$ cat config.mk
export PLATFORM = sky130hd
export DESIGN_NAME = stopwatch_ctrl
export DESIGN_NICKNAME = d
export VERILOG_FILES = /design/src/rtl/stopwatch_pkg.sv /design/src/rtl/stopwatch_ctrl_btn_debounce.sv /design/src/rtl/stopwatch_ctrl.sv
export SDC_FILE = /design/constraint.sdc
export NUM_CORES = 1
export LEC_CHECK = 0
export CORE_MARGIN = 2
export CORE_UTILIZATION = 45
export CTS_CLUSTER_SIZE = 20
export DETAILED_ROUTE_END_ITERATION = 10
export PLACE_DENSITY_LB_ADDON = 0.12
export SKIP_LAST_GASP = 1
export SYNTH_ARGS = -nofsm -noshare
export SYNTH_HDL_FRONTEND = slang
export SYNTH_SLANG_ARGS = --single-unit
$ cat constraint.sdc
create_clock -name clk -period 3.45 [get_ports clk]
set_clock_uncertainty 0.15 [all_clocks]
set_input_delay 0.345 -clock clk [delete_from_list [all_inputs] [get_ports clk]]
set_output_delay 0.345 -clock clk [all_outputs]
set_load 0.005 [all_outputs]
$ cat src/rtl/stopwatch_pkg.sv
// Shared types and constants for the stopwatch control sequencer.
// Event indices double as priority ranks: the lowest legal index wins.
package stopwatch_pkg;

    typedef enum logic [1:0] {
        IDLE  = 2'd0,
        RUN   = 2'd1,
        LAP   = 2'd2,
        PAUSE = 2'd3
    } sw_state_t;

    localparam int unsigned DEBOUNCE_CYCLES_DEFAULT = 500_000;
    localparam int unsigned LAP_W_DEFAULT           = 4;

    localparam int unsigned EV_STOP  = 0;
    localparam int unsigned EV_START = 1;
    localparam int unsigned EV_LAP   = 2;
    localparam int unsigned EV_CLEAR = 3;
    localparam int unsigned EV_NUM   = 4;

    // Events each state responds to; anything else is dropped.
    function automatic logic [EV_NUM-1:0] legal_events(input sw_state_t s);
        logic [EV_NUM-1:0] m;
        case (s)
            IDLE:    m = 4'b1010;
            RUN:     m = 4'b0101;
            LAP:     m = 4'b0111;
            PAUSE:   m = 4'b1010;
            default: m = 4'b0000;
        endcase
        return m;
    endfunction

    // Index of the highest-priority asserted event, EV_NUM when none.
    function automatic logic [2:0] pick_event(input logic [EV_NUM-1:0] ev);
        logic [2:0] sel;
        sel = 3'(EV_NUM);
        for (int i = int'(EV_NUM) - 1; i >= 0; i--) begin
            if (ev[i]) begin
                sel = 3'(i);
            end
        end
        return sel;
    endfunction

endpackage

$ cat src/rtl/stopwatch_ctrl_btn_debounce.sv
// One push-button conditioner: 2-flop synchroniser, stable-level debounce
// and a single-cycle registered pulse on each accepted press.
module btn_debounce
    import stopwatch_pkg::*;
#(
    parameter int unsigned DEBOUNCE_CYCLES = DEBOUNCE_CYCLES_DEFAULT
) (
    input  logic clk,
    input  logic reset_n,
    input  logic btn,
    output logic press
);

    localparam int unsigned      CNT_W    = $clog2(DEBOUNCE_CYCLES + 1);
    localparam logic [CNT_W-1:0] CNT_LAST = CNT_W'(DEBOUNCE_CYCLES - 1);

    logic [1:0]       sync_r;
    logic [CNT_W-1:0] cnt_r;
    logic             level_r;
    logic             level_d_r;
    logic             press_r;

    // Synchronise, count consecutive mismatches, and emit rising-level pulses.
    always_ff @(posedge clk or negedge reset_n) begin
        if (!reset_n) begin
            sync_r    <= 2'b00;
            cnt_r     <= '0;
            level_r   <= 1'b0;
            level_d_r <= 1'b0;
            press_r   <= 1'b0;
        end else begin
            sync_r    <= {sync_r[0], btn};
            level_d_r <= level_r;
            press_r   <= level_r & ~level_d_r;
            if (sync_r[1] == level_r) begin
                cnt_r <= '0;
            end else if (cnt_r == CNT_LAST) begin
                cnt_r   <= '0;
                level_r <= ~level_r;
            end else begin
                cnt_r <= cnt_r + CNT_W'(1);
            end
        end
    end

    assign press = press_r;

endmodule

$ cat src/rtl/stopwatch_ctrl.sv
// Stopwatch run/pause/lap sequencer: conditions four buttons, gates the ms
// tick into the counter chain, issues clear and lap-latch strobes.
module stopwatch_ctrl
    import stopwatch_pkg::*;
#(
    parameter int unsigned DEBOUNCE_CYCLES = DEBOUNCE_CYCLES_DEFAULT,
    parameter int unsigned LAP_W           = LAP_W_DEFAULT
) (
    input  logic             clk,
    input  logic             reset_n,
    input  logic             btn_start,
    input  logic             btn_stop,
    input  logic             btn_lap,
    input  logic             btn_clear,
    input  logic             tick_in,
    output logic             count_tick,
    output logic             count_en,
    output logic             count_clr,
    output logic             disp_freeze,
    output logic             lap_strobe,
    output logic [LAP_W-1:0] lap_count,
    output logic [1:0]       state
);

    localparam logic [LAP_W-1:0] LAP_MAX = {LAP_W{1'b1}};

    logic [EV_NUM-1:0] ev_s;
    logic [2:0]        sel_s;
    sw_state_t         state_r;
    sw_state_t         next_state_s;
    logic              do_clr_s;
    logic              do_lap_s;
    logic [LAP_W-1:0]  lap_count_r;
    logic [LAP_W-1:0]  lap_nxt_s;
    logic              count_en_r;
    logic              count_en_nxt_s;
    logic              freeze_r;
    logic              freeze_nxt_s;
    logic              count_clr_r;
    logic              lap_strobe_r;

    btn_debounce #(.DEBOUNCE_CYCLES(DEBOUNCE_CYCLES)) u_stop (
        .clk(clk), .reset_n(reset_n), .btn(btn_stop), .press(ev_s[EV_STOP])
    );
    btn_debounce #(.DEBOUNCE_CYCLES(DEBOUNCE_CYCLES)) u_start (
        .clk(clk), .reset_n(reset_n), .btn(btn_start), .press(ev_s[EV_START])
    );
    btn_debounce #(.DEBOUNCE_CYCLES(DEBOUNCE_CYCLES)) u_lap (
        .clk(clk), .reset_n(reset_n), .btn(btn_lap), .press(ev_s[EV_LAP])
    );
    btn_debounce #(.DEBOUNCE_CYCLES(DEBOUNCE_CYCLES)) u_clear (
        .clk(clk), .reset_n(reset_n), .btn(btn_clear), .press(ev_s[EV_CLEAR])
    );

    // Simultaneous presses collapse to the single winning legal event.
    assign sel_s = pick_event(ev_s & legal_events(state_r));

    // State and registered outputs.
    always_ff @(posedge clk or negedge reset_n) begin
        if (!reset_n) begin
            state_r      <= IDLE;
            lap_count_r  <= '0;
            count_en_r   <= 1'b0;
            freeze_r     <= 1'b0;
            count_clr_r  <= 1'b0;
            lap_strobe_r <= 1'b0;
        end else begin
            state_r      <= next_state_s;
            lap_count_r  <= lap_nxt_s;
            count_en_r   <= count_en_nxt_s;
            freeze_r     <= freeze_nxt_s;
            count_clr_r  <= do_clr_s;
            lap_strobe_r <= do_lap_s;
        end
    end

    // Next-state decode from the selected event.
    always_comb begin
        next_state_s = state_r;
        do_clr_s     = 1'b0;
        do_lap_s     = 1'b0;
        case (sel_s)
            3'(EV_STOP):  next_state_s = PAUSE;
            3'(EV_START): next_state_s = RUN;
            3'(EV_LAP): begin
                next_state_s = LAP;
                do_lap_s     = 1'b1;
            end
            3'(EV_CLEAR): begin
                next_state_s = IDLE;
                do_clr_s     = 1'b1;
            end
            default: next_state_s = state_r;
        endcase
    end

    // Output values for the coming cycle; lap count saturates.
    always_comb begin
        lap_nxt_s = lap_count_r;
        if (do_clr_s) begin
            lap_nxt_s = '0;
        end else if (do_lap_s && (lap_count_r != LAP_MAX)) begin
            lap_nxt_s = lap_count_r + LAP_W'(1);
        end else begin
            lap_nxt_s = lap_count_r;
        end
        count_en_nxt_s = (next_state_s == RUN) || (next_state_s == LAP);
        freeze_nxt_s   = (next_state_s == LAP);
    end

    assign count_tick  = tick_in & count_en_r;
    assign count_en    = count_en_r;
    assign count_clr   = count_clr_r;
    assign disp_freeze = freeze_r;
    assign lap_strobe  = lap_strobe_r;
    assign lap_count   = lap_count_r;
    assign state       = state_r;

endmodule

==> run summary <==
The number of placement rows came out at 37. The growth of design area from synthesis to finish came out at 11.1%. The number of standard cells after synthesis is between 400 and 500. The count of buffers from port buffering came out at 17. The fraction of the cycle the final worst path needs is 0.703. IR analysis of the VDD net gives a maximum drop of 0.299 mV.

After clock tree synthesis, the setup repair step added 0 buffers. Of the total power, registers draw 0.605. The cell count of the worst reg-to-reg path came out at 4. The path class of the lowest-slack min-delay path is flop to flop.

The largest fanout on the critical path is 18. Of the post-synthesis cell area, the dominant cell type holds 0.547. The slew at the pin with the worst max-slew slack is 0.844 ns.

TritonCTS built the clock tree. The final wirelength is 8.47 mm. The quantity of hold-fixing buffers added after cts is 1. The share of total power in the clock network came out at 0.359. The async set or reset register ratio after synthesis came out at 1.00. The depth of the worst hold-timing path came out at 0. At the later pin of the worst-skew pair, clock insertion delay measures around 0.37 ns. The total standard cell area after synthesis is slightly below 0.005 sq mm. Among all flip-flop cells after synthesis, the most frequent one is sky130_fd_sc_hd__dfrtp_1. The critical register-to-register path endpoint is u_start.cnt_r[16]. Power spread over the standard cell area amounts to around 400 mW/mm^2.

The total negative slack for setup checks is 0 ns. The leakage power is 2.20 nW. The detailed placer's ending HPWL is between 5 and 6 mm. The total CTS buffers is 9.

In this run, the number of DRC markers left after iteration 0 of detailed routing was 100. The number of buffers between clock root and the deepest sink came out at 2. For this run, the total global-route usage over all layers was measured as 0.165. sky130_fd_sc_hd__dfrtp_1 takes more of the synthesized area than any other cell.

The final weighted congestion in routability-driven placement came out at 0.781. The final routed DRC violation total is 0. The number of cells in the finished layout apart from fillers came out at 630. The register area share after synthesis is 0.547.

The worst hold path terminates at u_clear.sync_r[1]. The final critical-path required period is 2.43 ns. The number of failing setup endpoints in the final timing report came out at 0. The internal power of the cells came out at around 1.6 mW. The overall die area is about 0.012 sq mm.

Pin placement for this block handled 18 I/O pins. The unique cell type count in the Yosys netlist is 42. For this run, the detailed router's first-pass iteration total came to 4.

The overall power of the completed layout is 2.10 mW. The tree is rooted in a sky130_fd_sc_hd__clkbuf_8. The total congestion overflow is 0. The count of endpoints failing hold in the final timing report is 0. The die width came out at between 100 and 150 um. The routed length on met1 is 4.22 mm. The routed length on met2 came out at 3.82 mm. Based on the critical path, the design can be clocked at up to 412 MHz. On the critical path, the stage with the largest delay is an instance of sky130_fd_sc_hd__or4_4. During synthesis, Yosys emitted a total of 0 warnings.

The worst setup timing slack at the placement stage is about 1.0 ns. Of the total power, the share spent switching nets is 0.223. The remaining antenna violation count is 0. Measured against its own limit, the worst slew margin works out to 0.437. Across all layers, the routed design uses 3377 vias. The library cell used most frequently in the layout, excluding fill and tap cells, is sky130_fd_sc_hd__dfrtp_1. The number of antenna diodes is 0. The worst stage delay on the critical path came out at around 0.54 ns. After detailed routing, no signal wire sits above met4. Setup repair after global routing left no endpoint under its margin. The slack of the critical path is 1.02 ns. The starting density of the core came out at 0.466. The critical path is of the flop to flop type. Ranked by total cell area, the synthesized netlist is headed by sky130_fd_sc_hd__dfrtp_1, sky130_fd_sc_hd__xnor2_1, sky130_fd_sc_hd__xor2_1. The number of global-route vias before repair is about 3200. After detailed routing, the number of vias per cell comes to ~5.4.

The synthesized design contains 0 enable-type register cells. The net count of the finished layout came out at ~500. The reported max-cap violation count came out at 0. The core utilization of the finished layout is 0.518. In the final layout, the share of cells above drive strength 1 is 0.0749. The number of pins with negative max-slew slack in the final report came to 0. STA classifies the critical path endpoint as a flop. In the layout the commonest cells are sky130_fd_sc_hd__dfrtp_1, sky130_fd_sc_hd__nor2_1, sky130_fd_sc_hd__xnor2_1. The amount of wire on met3 after detailed routing is roughly 320 um.

The run finished with clean final reports. In this run the number of H-tree levels came out at 3. The share of total power in combinational logic is 0.037. The post-cts sizing count is 0. STA classifies the critical path startpoint as a flop.

Walking the worst path, the cells encountered are or4b_1, or4_4, o21ai_4, a21oi_1. The worst hold path begins at u_clear.sync_r[0]. The clock drives approximately 110 sinks. The number of nets in the synthesized netlist came out at 480.

The overall die height is approximately 110 um. STA puts the critical path data required time at ~3.5 ns. The switching power is 0.468 mW.

The cell count after placement is 614. The number of antenna violations at the first check in global routing was 0. The pin count of the biggest net entering global routing came out at 67. The worst setup slack for register-to-register paths is 1.02 ns. The global-route wire length before repair came out at 15.2 mm.

The post-CTS clock slew at the launch and capture registers of the worst setup and hold paths is about 0.090 ns. The number of synthesized register bits is between 100 and 150. The data arrival time of the critical path came out at ~2.5 ns. The detail-routed net length per standard cell came out at around 13 um. The launching point of the worst reg2reg path is u_start.cnt_r[11]. After synthesis, the mean cell area works out to between 10 and 15 sq um.

The core region area came out at around 0.010 sq mm.
worst max path at each step:
stage / to / cells past startpoint / startpoint / slack (ns)
detailed placement: u_start.cnt_r[2] / 4 / u_start.cnt_r[11] / 1.03
finish: u_start.cnt_r[16] / 4 / u_start.cnt_r[11] / 1.02
floorplan: u_start.cnt_r[5] / 5 / u_start.cnt_r[11] / 1.28
global placement: u_start.cnt_r[2] / 4 / u_start.cnt_r[11] / 1.04
CTS: u_start.cnt_r[2] / 4 / u_start.cnt_r[11] / 1.01
global route: u_start.cnt_r[2] / 4 / u_start.cnt_r[11] / 0.87
layer usage:
layer / track usage / vias to the layer above
met3: 0.0569 / 10
met4: 0.0495 / 0
met1: 0.227 / 1653
met5: 0 / -
met2: 0.248 / 28
li1: - / 1686
worst max-delay path, delay by kind of cell (launching register included):
family	cells	cell delay, ns
AND/OR/NAND/NOR	2	1.07
AO/OA/AOI/OAI	2	0.63
flip-flops	1	0.44
Yosys cell counts, drive strengths merged (2+ instances only):
library cell,count
and3,5
a21oi,24
inv,18
xor2,24
dfrtp,106
ha,7
clkbuf,6
nor2b,5
nor3,5
and4,9
or3,19
nand4,23
nand3,26
nor2,62
xnor2,28
or4,9
nand2,23
mux2,4
nand3b,2
nor4,11
and2,7
nor4bb,3
buf,3
o21ai,23
o31ai,5
area by class of cell:
class / instances / area [sq um]
fillers: 986 / 5020
flip-flops and latches: 106 / 2650
multi-input cells: 333 / 2090
repair buffers: 22 / 220
well taps: 136 / 170
clock buffers: 11 / 141
inverters: 18 / 67.6
clock inverters: 4 / 52.6
cell families after synthesis:
group	count (synthesis)	synth area share
AND/OR/NAND/NOR	214	0.244
flip-flops	106	0.547
AO/OA/AOI/OAI	55	0.0632
XOR/XNOR	52	0.0938
buffers and inverters	27	0.0229
adder cells (fa/ha/maj)	7	0.0180
multiplexers	5	0.0113
flip-flops by register name, indices dropped and copies added (netlist names), 2 cells and up, named ones only:
name            cells
u_stop.cnt_r       19
u_lap.sync_r        2
u_start.cnt_r      19
u_clear.sync_r      2
u_start.sync_r      2
u_clear.cnt_r      19
u_lap.cnt_r        19
u_stop.sync_r       2
lap_count           4
stage by stage:
step	hold WS, ns	instance area, sq um
detailed placement	0.187	5190
floorplan	-0.101	4850
global placement	0.184	5190
global route	0.217	5390
CTS	0.218	5390
finish	0.211	5390
power groups by stage:
| stage | sequential (mW) | clock [mW] | combinational [mW] |
|---|---|---|---|
| floorplan | 1.29 | 0 | 0.0352 |
| global placement | 1.30 | 0 | 0.0776 |
| detailed placement | 1.30 | 0 | 0.0787 |
| CTS | 1.27 | 0.791 | 0.0801 |
| global route | 1.27 | 0.841 | 0.0895 |
| finish | 1.27 | 0.753 | 0.0767 |
Power figures use the tool's default switching activity.
